$ cat src/rtl/adc_response_sink_pkg.sv
// Shared definitions for the ADC response sink.
//   state_e      : sequencer control FSM states
//   CMD_*        : sequencer CSR command address / data words
//   DRAIN_CYCLES : quiet cycles needed after a stop before going idle
package adc_response_sink_pkg;

    typedef enum logic [2:0] {
        IDLE  = 3'd0,
        START = 3'd1,
        RUN   = 3'd2,
        STOP  = 3'd3,
        DRAIN = 3'd4
    } state_e;

    // Sequencer command register: bit 0 = run, bit 1 = mode (0 = continuous).
    localparam logic        CMD_ADDR     = 1'b0;
    localparam logic [31:0] CMD_RUN_CONT = 32'h0000_0001;
    localparam logic [31:0] CMD_STOP     = 32'h0000_0000;

    localparam int DRAIN_CYCLES = 16;
    localparam int DRAIN_CNT_W  = 5;

    // The sequencer is considered busy from the first RUN cycle until the
    // response stream has gone quiet after the stop command.
    function automatic logic is_running(state_e s);
        return (s == RUN) || (s == STOP) || (s == DRAIN);
    endfunction

endpackage

$ cat src/rtl/adc_ch_avg.sv
// Per-channel block averager: sums 2^AVG_LOG2 samples, then publishes the
// mean and raises a "new result" flag until the host reads it.
//   clk_i, rst_ni : clock, asynchronous active-low reset
//   beat_i        : a sample for this channel is present this cycle
//   data_i        : 12-bit sample
//   clr_new_i     : host read of this channel (clears new_o)
//   avg_o         : last completed average
//   new_o         : average not yet read by the host
module adc_ch_avg #(
    parameter int AVG_LOG2 = 2
) (
    input  logic        clk_i,
    input  logic        rst_ni,
    input  logic        beat_i,
    input  logic [11:0] data_i,
    input  logic        clr_new_i,
    output logic [11:0] avg_o,
    output logic        new_o
);

    // 12+AVG_LOG2 bits holds 2^AVG_LOG2 full-scale samples exactly.
    localparam int ACC_W = 12 + AVG_LOG2;
    localparam int CNT_W = AVG_LOG2 + 1;
    localparam logic [CNT_W-1:0] CNT_LAST = CNT_W'((1 << AVG_LOG2) - 1);

    logic [ACC_W-1:0] acc_q, acc_d, sum;
    logic [CNT_W-1:0] cnt_q, cnt_d;
    logic [11:0]      avg_q, avg_d;
    logic             new_q, new_d;

    assign sum = acc_q + ACC_W'(data_i);

    always_comb begin
        acc_d = acc_q;
        cnt_d = cnt_q;
        avg_d = avg_q;
        new_d = new_q;
        // Clear first so a completing block in the same cycle wins.
        if (clr_new_i) begin
            new_d = 1'b0;
        end
        if (beat_i) begin
            if (cnt_q == CNT_LAST) begin
                avg_d = sum[ACC_W-1:AVG_LOG2];
                acc_d = '0;
                cnt_d = '0;
                new_d = 1'b1;
            end else begin
                acc_d = sum;
                cnt_d = cnt_q + CNT_W'(1);
            end
        end
    end

    always_ff @(posedge clk_i or negedge rst_ni) begin
        if (!rst_ni) begin
            acc_q <= '0;
            cnt_q <= '0;
            avg_q <= '0;
            new_q <= 1'b0;
        end else begin
            acc_q <= acc_d;
            cnt_q <= cnt_d;
            avg_q <= avg_d;
            new_q <= new_d;
        end
    end

    assign avg_o = avg_q;
    assign new_o = new_q;

endmodule

$ cat src/rtl/adc_response_sink.sv
// ADC response sink: starts/stops the ADC sequencer from a level enable,
// averages the response stream per channel, tracks framing, and serves
// results to a host read port.
//   clk_clk, reset_reset_n        : clock, asynchronous active-low reset
//   enable                        : level request to run the sequencer
//   adc_sequencer_csr_*           : sequencer CSR master (write-only use)
//   adc_response_*                : response stream sink
//   host_addr/read/rdata          : registered result read port
//   running, frame_count, drop_count, frame_err : status
//   dbg_state_o                   : current control FSM state
//
// Stream handshake: the response stream has valid but no ready; a beat is
// transferred on every rising clk_clk edge where adc_response_valid is 1,
// regardless of FSM state, and can never be stalled.
module adc_response_sink
    import adc_response_sink_pkg::*;
#(
    parameter int NUM_CH   = 8,
    parameter int AVG_LOG2 = 2
) (
    input  logic        clk_clk,
    input  logic        reset_reset_n,
    input  logic        enable,
    output logic        adc_sequencer_csr_address,
    output logic        adc_sequencer_csr_read,
    output logic        adc_sequencer_csr_write,
    output logic [31:0] adc_sequencer_csr_writedata,
    input  logic [31:0] adc_sequencer_csr_readdata,
    input  logic        adc_response_valid,
    input  logic [4:0]  adc_response_channel,
    input  logic [11:0] adc_response_data,
    input  logic        adc_response_startofpacket,
    input  logic        adc_response_endofpacket,
    input  logic [3:0]  host_addr,
    input  logic        host_read,
    output logic [15:0] host_rdata,
    output logic        running,
    output logic [15:0] frame_count,
    output logic [7:0]  drop_count,
    output logic        frame_err,
    output logic [2:0]  dbg_state_o
);

    localparam logic [DRAIN_CNT_W-1:0] DRAIN_LAST = DRAIN_CNT_W'(DRAIN_CYCLES - 1);

    state_e                 state_q, state_d;
    logic [DRAIN_CNT_W-1:0] drain_cnt_q, drain_cnt_d;
    logic [15:0]            frame_count_q, frame_count_d;
    logic [7:0]             drop_count_q, drop_count_d;
    logic                   frame_err_q, frame_err_d;
    logic                   in_frame_q, in_frame_d;
    logic [15:0]            host_rdata_q, host_rdata_d;
    logic                   beat_dropped;

    // Results padded to 16 slots so any host_addr indexes safely; unused
    // slots read as zero.
    logic [15:0][11:0] avg_all;
    logic [15:0]       new_all;

    // Readback is not used; the sequencer is only ever commanded.
    logic unused_readdata;
    assign unused_readdata = ^adc_sequencer_csr_readdata;

    assign beat_dropped = adc_response_valid && (adc_response_channel >= 5'(NUM_CH));

    for (genvar i = 0; i < 16; i++) begin : g_ch
        if (i < NUM_CH) begin : g_used
            adc_ch_avg #(
                .AVG_LOG2 (AVG_LOG2)
            ) u_avg (
                .clk_i     (clk_clk),
                .rst_ni    (reset_reset_n),
                .beat_i    (adc_response_valid && (adc_response_channel == 5'(i))),
                .data_i    (adc_response_data),
                .clr_new_i (host_read && (host_addr == 4'(i))),
                .avg_o     (avg_all[i]),
                .new_o     (new_all[i])
            );
        end else begin : g_empty
            assign avg_all[i] = 12'h000;
            assign new_all[i] = 1'b0;
        end
    end

    // Control FSM. START and STOP each last exactly one cycle, so a change
    // of enable during them is only seen once RUN/IDLE re-evaluate it.
    always_comb begin
        state_d                     = state_q;
        drain_cnt_d                 = drain_cnt_q;
        adc_sequencer_csr_write     = 1'b0;
        adc_sequencer_csr_writedata = 32'h0;
        case (state_q)
            IDLE: begin
                if (enable) begin
                    state_d = START;
                end
            end
            START: begin
                adc_sequencer_csr_write     = 1'b1;
                adc_sequencer_csr_writedata = CMD_RUN_CONT;
                state_d                     = RUN;
            end
            RUN: begin
                if (!enable) begin
                    state_d = STOP;
                end
            end
            STOP: begin
                adc_sequencer_csr_write     = 1'b1;
                adc_sequencer_csr_writedata = CMD_STOP;
                drain_cnt_d                 = '0;
                state_d                     = DRAIN;
            end
            DRAIN: begin
                // Counts consecutive quiet cycles; any beat restarts it.
                if (adc_response_valid) begin
                    drain_cnt_d = '0;
                end else if (drain_cnt_q == DRAIN_LAST) begin
                    drain_cnt_d = '0;
                    state_d     = IDLE;
                end else begin
                    drain_cnt_d = drain_cnt_q + DRAIN_CNT_W'(1);
                end
            end
            default: begin
                state_d = IDLE;
            end
        endcase
    end

    // Status counters, framing check and host read capture.
    always_comb begin
        frame_count_d = frame_count_q;
        drop_count_d  = drop_count_q;
        frame_err_d   = frame_err_q;
        in_frame_d    = in_frame_q;
        host_rdata_d  = host_rdata_q;
        if (adc_response_valid) begin
            if (adc_response_endofpacket) begin
                frame_count_d = frame_count_q + 16'd1;
            end
            if (beat_dropped && (drop_count_q != 8'hFF)) begin
                drop_count_d = drop_count_q + 8'd1;
            end
            // sop+eop together is a legal one-beat frame, so an eop only
            // errors when it has no frame to close and starts none itself.
            if ((adc_response_startofpacket && in_frame_q) ||
                (adc_response_endofpacket && !adc_response_startofpacket && !in_frame_q)) begin
                frame_err_d = 1'b1;
            end
            if (adc_response_endofpacket) begin
                in_frame_d = 1'b0;
            end else if (adc_response_startofpacket) begin
                in_frame_d = 1'b1;
            end
        end
        if (host_read) begin
            host_rdata_d = {new_all[host_addr], 3'b000, avg_all[host_addr]};
        end
    end

    always_ff @(posedge clk_clk or negedge reset_reset_n) begin
        if (!reset_reset_n) begin
            state_q       <= IDLE;
            drain_cnt_q   <= '0;
            frame_count_q <= '0;
            drop_count_q  <= '0;
            frame_err_q   <= 1'b0;
            in_frame_q    <= 1'b0;
            host_rdata_q  <= '0;
        end else begin
            state_q       <= state_d;
            drain_cnt_q   <= drain_cnt_d;
            frame_count_q <= frame_count_d;
            drop_count_q  <= drop_count_d;
            frame_err_q   <= frame_err_d;
            in_frame_q    <= in_frame_d;
            host_rdata_q  <= host_rdata_d;
        end
    end

    assign adc_sequencer_csr_address = CMD_ADDR;
    assign adc_sequencer_csr_read    = 1'b0;
    assign host_rdata                = host_rdata_q;
    assign running                   = is_running(state_q);
    assign frame_count               = frame_count_q;
    assign drop_count                = drop_count_q;
    assign frame_err                 = frame_err_q;
    assign dbg_state_o               = state_q;

endmodule
$ cat config.mk
export PLATFORM = sky130hd
export DESIGN_NAME = adc_response_sink
export DESIGN_NICKNAME = d
export VERILOG_FILES = /design/src/rtl/adc_response_sink_pkg.sv /design/src/rtl/adc_ch_avg.sv /design/src/rtl/adc_response_sink.sv
export SDC_FILE = /design/constraint.sdc
export NUM_CORES = 1
export LEC_CHECK = 0
export BUFFER_PORTS_ARGS = -buffer_cell sky130_fd_sc_hd__buf_2
export CORE_UTILIZATION = 41
export CTS_BUF_LIST = sky130_fd_sc_hd__clkbuf_8
export DETAILED_ROUTE_END_ITERATION = 8
export HOLD_SLACK_MARGIN = 0.15
export PLACE_DENSITY = 0.62
export SLEW_MARGIN = 20
export SYNTH_ARGS = -nofsm -noshare
export SYNTH_HDL_FRONTEND = slang
export SYNTH_HIERARCHICAL = 1
export SYNTH_SLANG_ARGS = --single-unit
$ cat constraint.sdc
create_clock -name clk_clk -period 2 [get_ports clk_clk]
set_input_delay 0.1 -clock clk_clk [delete_from_list [all_inputs] [get_ports clk_clk]]
set_output_delay 0.1 -clock clk_clk [all_outputs]
set_load 0.03 [all_outputs]
Word level (Yosys, flattened, before mapping)
Cells that the tools add are included.
- output and inout bits: 80
- bits in latches: 0
- word-level logic and storage cells: 193
- bits in registers: 287
- bits in read-only memories: 0
- memory bits (writable): 0
- memories: 0
- $lt $le $gt $ge: 2
- shift-type cells: 0
- divide/modulo/power cells: 0
- reduce and logical (&&, ||, !) cells: 45
- multipliers: 0
- multiplexer cells: 56
- add/subtract/negate cells: 19
- bitwise logic cells: 0
- eq/ne operators: 32
- operators with widths (operator ; count):
    $add 14x12->14 ; 8
    $mux 14 ; 8
    $bmux 12 s4 ; 1
    $mux 3 ; 12
    $eq 3x2->1 const B ; 10
    $mux 1 ; 29
    $add 3x1->3 const B ; 8
    $reduce_and 2->1 ; 12
    $logic_and 1x1->1 ; 21
    $eq 5x3->1 const B ; 4
    $add 16x1->16 const B ; 1
    $eq 4x3->1 const B ; 4
    $pmux 3 s5 ; 1
    $mux 12 ; 1
    $eq 5x2->1 const B ; 2
    $mux 5 ; 2
    $pmux 5 s2 ; 1
    $add 8x1->8 const B ; 1
    $eq 4x2->1 const B ; 2
    $ne 2x2->1 const B ; 4
    $ne 8x8->1 const B ; 1
    $add 5x1->5 const B ; 1
    $eq 5x1->1 const B ; 1
    $eq 5x4->1 const B ; 1
    other kinds (14) ; 18

Logic depth before layout (Yosys ltp)
- depth in word-level cells: 5
- mapped depth: 9

Cells and area by module
The synthesis kept the hierarchy.
- by module, submodules not included (module ; area an instance (um^2) ; cells an instance ; times used):
    adc_ch_avg ; 1730.4 ; 182 ; 8
    adc_response_sink ; 3296.9 ; 338 ; 1

Worst setup path after synthesis
OpenSTA, ideal clock, no wires.
- kind: register to register
- start point: register g_ch[1].g_used.u_avg.acc_q[0]
- end point: register g_ch[1].g_used.u_avg.acc_q[12]
- stages on the path, launching flop included: 10
- buffers on the path: 0
- clock period less this slack: 1.980 ns
- arrival: 1.849 ns
- slack: 0.020 ns
- library setup time: 0.131 ns
- path through: dfrtp_1 -> ha_1 -> inv_1 -> fa_1 -> and2b_1 -> o2111ai_1 -> nand2_2 -> a211oi_2 -> mux2i_1 -> o21ai_1
- longest elaborated chain between the ends: 2
- ends and longest elaborated chain (what ; RTL line ; source):
    start: declaration ; adc_ch_avg.sv:26 ; logic [ACC_W-1:0] acc_q, acc_d, sum;
    start signal: assignment ; adc_ch_avg.sv:57 ; acc_q <= '0;
    start signal: assignment ; adc_ch_avg.sv:62 ; acc_q <= acc_d;
    $add 14x12->14 ; adc_ch_avg.sv:31 ; assign sum = acc_q + ACC_W'(data_i);
    $mux 14 ; adc_ch_avg.sv:43 ; if (cnt_q == CNT_LAST) begin
Every way passes these cells.
A chain may end at the register's enable or synchronous reset.

Worst setup path after layout
- start point: register g_ch[1].g_used.u_avg.acc_q[4]
- end point: register g_ch[1].g_used.u_avg.acc_q[12]
The elaborated chain is that of the path after synthesis.

==> results.toml <==
[timing]
finalHoldViolCount = 0
maxSlewHeadroom_pct = 41.12
max_slew.worst_pin.slew_ps = 881.4
min_period_ps = 2123
fin_crit_sh_pct = 106.1
final_max_slew_viol_count = 0
grt_setup_unrepaired = "yes"
layout_setup_ws_ps = -122.9
fmaxAchievable_mhz = 471.1
final_setup_violation_count = 21
holdWs_ps = 212.2
clock-skew-final_ps = 19.04

[finish]
final_common_cell = "sky130_fd_sc_hd__dfrtp_1"
post_route_cells_drive_above_1_share_pct = 25.80
post_layout_util_pct = 52.28
final_cells = 2596
layout_nets = 2202
highest_count_cells_in_the_layout_ignoring_fill_and_taps = "sky130_fd_sc_hd__dfrtp_1, sky130_fd_sc_hd__nand2_1, sky130_fd_sc_hd__inv_1"
synthToLayoutAreaGrowth_pct = 25.11
post-route-cell-area_um2 = 21440

[run_status]
run_status = "finished with violations"
failed_checks = "DRC, setup timing"

[power_and_ir_drop]
leakage_nw = 10.11
switching_share_pct = 39.02
totalPowerFinal_mw = 24.97
vdd.ir_drop.worst_mv = 0.6412
switching_power_mw = 9.743
share_comb_of_total_power_pct = 46.0
power_density_nw_per_um2 = 1164
seqPwrFrac_pct = 31.1
intPower_mw = 15.22
pwr-share-clk_pct = 22.9

[yosys]
synth_area_um2 = 17140
number_of_enable_type_register_cells_in_the_synthesized_netlist = 0
syn_avg_cell_area_um2 = 9.554
synth_seq_area_share_pct = 41.90
syn-instance-count = 1794
ys_dominant_reg_cell = "sky130_fd_sc_hd__dfrtp_1"
netlist.top_cell.by_area = "sky130_fd_sc_hd__dfrtp_1"
async_reset_ff_share_pct = 100.0
warnings_synthesis = 6
yosysTopAreaCellShare_pct = 41.90
synth.ff_latch_count = 287
ys_top_cells_by_area = "sky130_fd_sc_hd__dfrtp_1, sky130_fd_sc_hd__ha_1, sky130_fd_sc_hd__nand2_1, sky130_fd_sc_hd__inv_1, sky130_fd_sc_hd__mux2i_1"
yosysUniqueCellTypes = 53

[detailed_routing]
wire_per_inst_um = 18.22
drc = 2
total_length_of_routed_met2_wires_um = 22200
detailroute.wirelength.met3_um = 2272
drt-met1-wl_um = 21170
antenna_violating_nets_post_route = 0
route.top_layer_used = "met5"
drt_first_iter_violations = 781
viasPerCell = 5.385
routed_wire_length_um = 47310
detailedRoute.firstPassIterationCount = 7
detailroute.via_count = 13980

[cts]
cts.sink_count = 287
clock_tree.buffer_depth = 3
insertion_delay_ps = 630
clock-root-buffer = "sky130_fd_sc_hd__clkbuf_8"
clkTransAtPathRegs_ps = 60
numCtsBuffers = 51
cts_max_level = 2
clock_tree_from_tritoncts = "done"

[placed_design]
place.gp.congestion = 0.8926
total_instance_count_after_detailed_placement = 2460
post-dp-hpwl_um = 32270
placedInstanceArea_um2 = 18900
placement.io_buffers = 71

[setup_path]
worst_ep_required_time_ps = 2500
worst_setup_sp_type = "register"
critical_path.max_fanout = 3
nature_of_the_critical_path_endpoint = "register"
critical_path_class = "register to register"
crit-reg2reg-launch = "g_ch[1].g_used.u_avg/acc_q[4]"
timing.critical_path.from = "g_ch[1].g_used.u_avg/acc_q[4]"
r2r.worst_path.cells = 7
worst-endpoint-arrival_ps = 2620

[global_routing]
first_global_vias = 13730
grt_pass1_wl_um = 73680
largest_net_degree_at_the_start_of_global_routing = 66
antenna_violations_before_repair = 3
groute.usage.overall_pct = 22.32
global_route.overflow_total = 0

[die]
core-area_um2 = 41020
die_width_um = 206.5
initial_utilization_pct = 41.79
row_count = 74
floorplan_die_height_um = 206.5
num_ports = 140
fp.dieArea_um2 = 42630

[worst_hold_path]
timing.hold.worst.class = "input port to register"
min_from = "adc_response_data[0]"
hold-path-cell-count = 4

[flow_run]
timing.max_cap.violations = 0
## power by group through the flow
stage / clock (mW) / combinational (mW) / sequential [mW]
final: 5.71 / 11.5 / 7.77
after global placement: 0 / 9.34 / 7.75
after global routing: 6.13 / 12.6 / 7.91
after floorplan: 0 / 6.78 / 7.90
after detailed placement: 0 / 9.56 / 7.80
after CTS: 5.88 / 10.1 / 7.72
## cell usage after synthesis (24+ instances only)
| cell type | number |
|---|---|
| sky130_fd_sc_hd__a21o_1 | 57 |
| sky130_fd_sc_hd__a21oi_1 | 82 |
| sky130_fd_sc_hd__buf_4 | 55 |
| sky130_fd_sc_hd__clkbuf_1 | 43 |
| sky130_fd_sc_hd__dfrtp_1 | 287 |
| sky130_fd_sc_hd__ha_1 | 107 |
| sky130_fd_sc_hd__inv_1 | 166 |
| sky130_fd_sc_hd__mux2i_1 | 60 |
| sky130_fd_sc_hd__nand2_1 | 174 |
| sky130_fd_sc_hd__nand4_1 | 35 |
| sky130_fd_sc_hd__nor2_1 | 58 |
| sky130_fd_sc_hd__nor3_1 | 35 |
| sky130_fd_sc_hd__o21a_1 | 24 |
| sky130_fd_sc_hd__o21ai_0 | 75 |
| sky130_fd_sc_hd__o21ai_1 | 97 |
| sky130_fd_sc_hd__o22ai_1 | 96 |
| sky130_fd_sc_hd__xnor2_1 | 58 |
| sky130_fd_sc_hd__xor2_1 | 43 |
## final timing paths
kind,end,slack [ps]
min reg2reg,frame_err,460
max,g_ch[1].g_used.u_avg/acc_q[12],-120
max reg2reg,g_ch[1].g_used.u_avg/acc_q[12],-120
max in group asynchronous,g_ch[1].g_used.u_avg/acc_q[10],710
min,g_ch[6].g_used.u_avg/acc_q[0],210
min in group asynchronous,frame_count[13],560
## registers in the layout, indices dropped and copies added (netlist names)
| name | cells |
|---|---|
| g_ch.g_used.u_avg/new_o | 8 |
| in_frame_q | 1 |
| g_ch.g_used.u_avg/avg_o | 96 |
| host_rdata | 13 |
| frame_err | 1 |
| g_ch.g_used.u_avg/cnt_q | 24 |
| drain_cnt_q | 5 |
| dbg_state_o | 3 |
| g_ch.g_used.u_avg/acc_q | 112 |
| frame_count | 16 |
| drop_count | 8 |
## metal layers
metal,vias to the layer above,track usage (%)
li1,6732,-
met1,6874,30.41
met2,284,34.97
met3,88,3.800
met4,2,9.244
met5,-,0
## metrics by stage
step / worst slack [ps] / setup TNS, ps
3_3_place_gp: -227.0 / -13300
3_5_place_dp: -260.7 / -15770
5_1_grt: -236.1 / -4959
2_1_floorplan: 20.34 / 0
6_report: -122.9 / -1330
4_1_cts: -72.85 / -428.3
## area by class of cell
| type | instances | area (um^2) |
|---|---|---|
| fillers | 3673 | 19570 |
| multi-input cells | 1261 | 9803 |
| flip-flops and latches | 287 | 7183 |
| repair buffers | 260 | 2122 |
| clock buffers | 64 | 880.8 |
| well taps | 532 | 665.6 |
| inverters | 166 | 623.1 |
| clock inverters | 24 | 161.4 |
| diodes | 2 | 5.005 |
## cell families after synthesis
kind of cell,after synthesis,share of synthesized area [%]
buffers and inverters,281,7.884
flip-flops,287,41.90
AND/OR/NAND/NOR,395,10.96
other,1,0.02188
AO/OA/AOI/OAI,526,19.46
multiplexers,88,5.869
adder cells (fa/ha/maj),115,8.745
XOR/XNOR,101,5.161
## worst max-delay path: stages (launching register included)
cell	delay, ps
sky130_fd_sc_hd__dfrtp_1	410
sky130_fd_sc_hd__ha_4	230
sky130_fd_sc_hd__a21o_1	210
sky130_fd_sc_hd__a21oi_1	420
sky130_fd_sc_hd__nand2_2	160
sky130_fd_sc_hd__a211oi_4	290
sky130_fd_sc_hd__mux2i_1	200
sky130_fd_sc_hd__o21ai_1	80
## timing repair
item                       in CTS  in global routing
setup endpoints to repair      76                115
setup buffers                   4                 19
resized for setup              52                154
hold buffers                   24                  0
pin swaps                      31                 71
hold endpoints to repair      404                  0
gates cloned                    0                  0
Note: power is estimated with default switching activity, not from simulation.
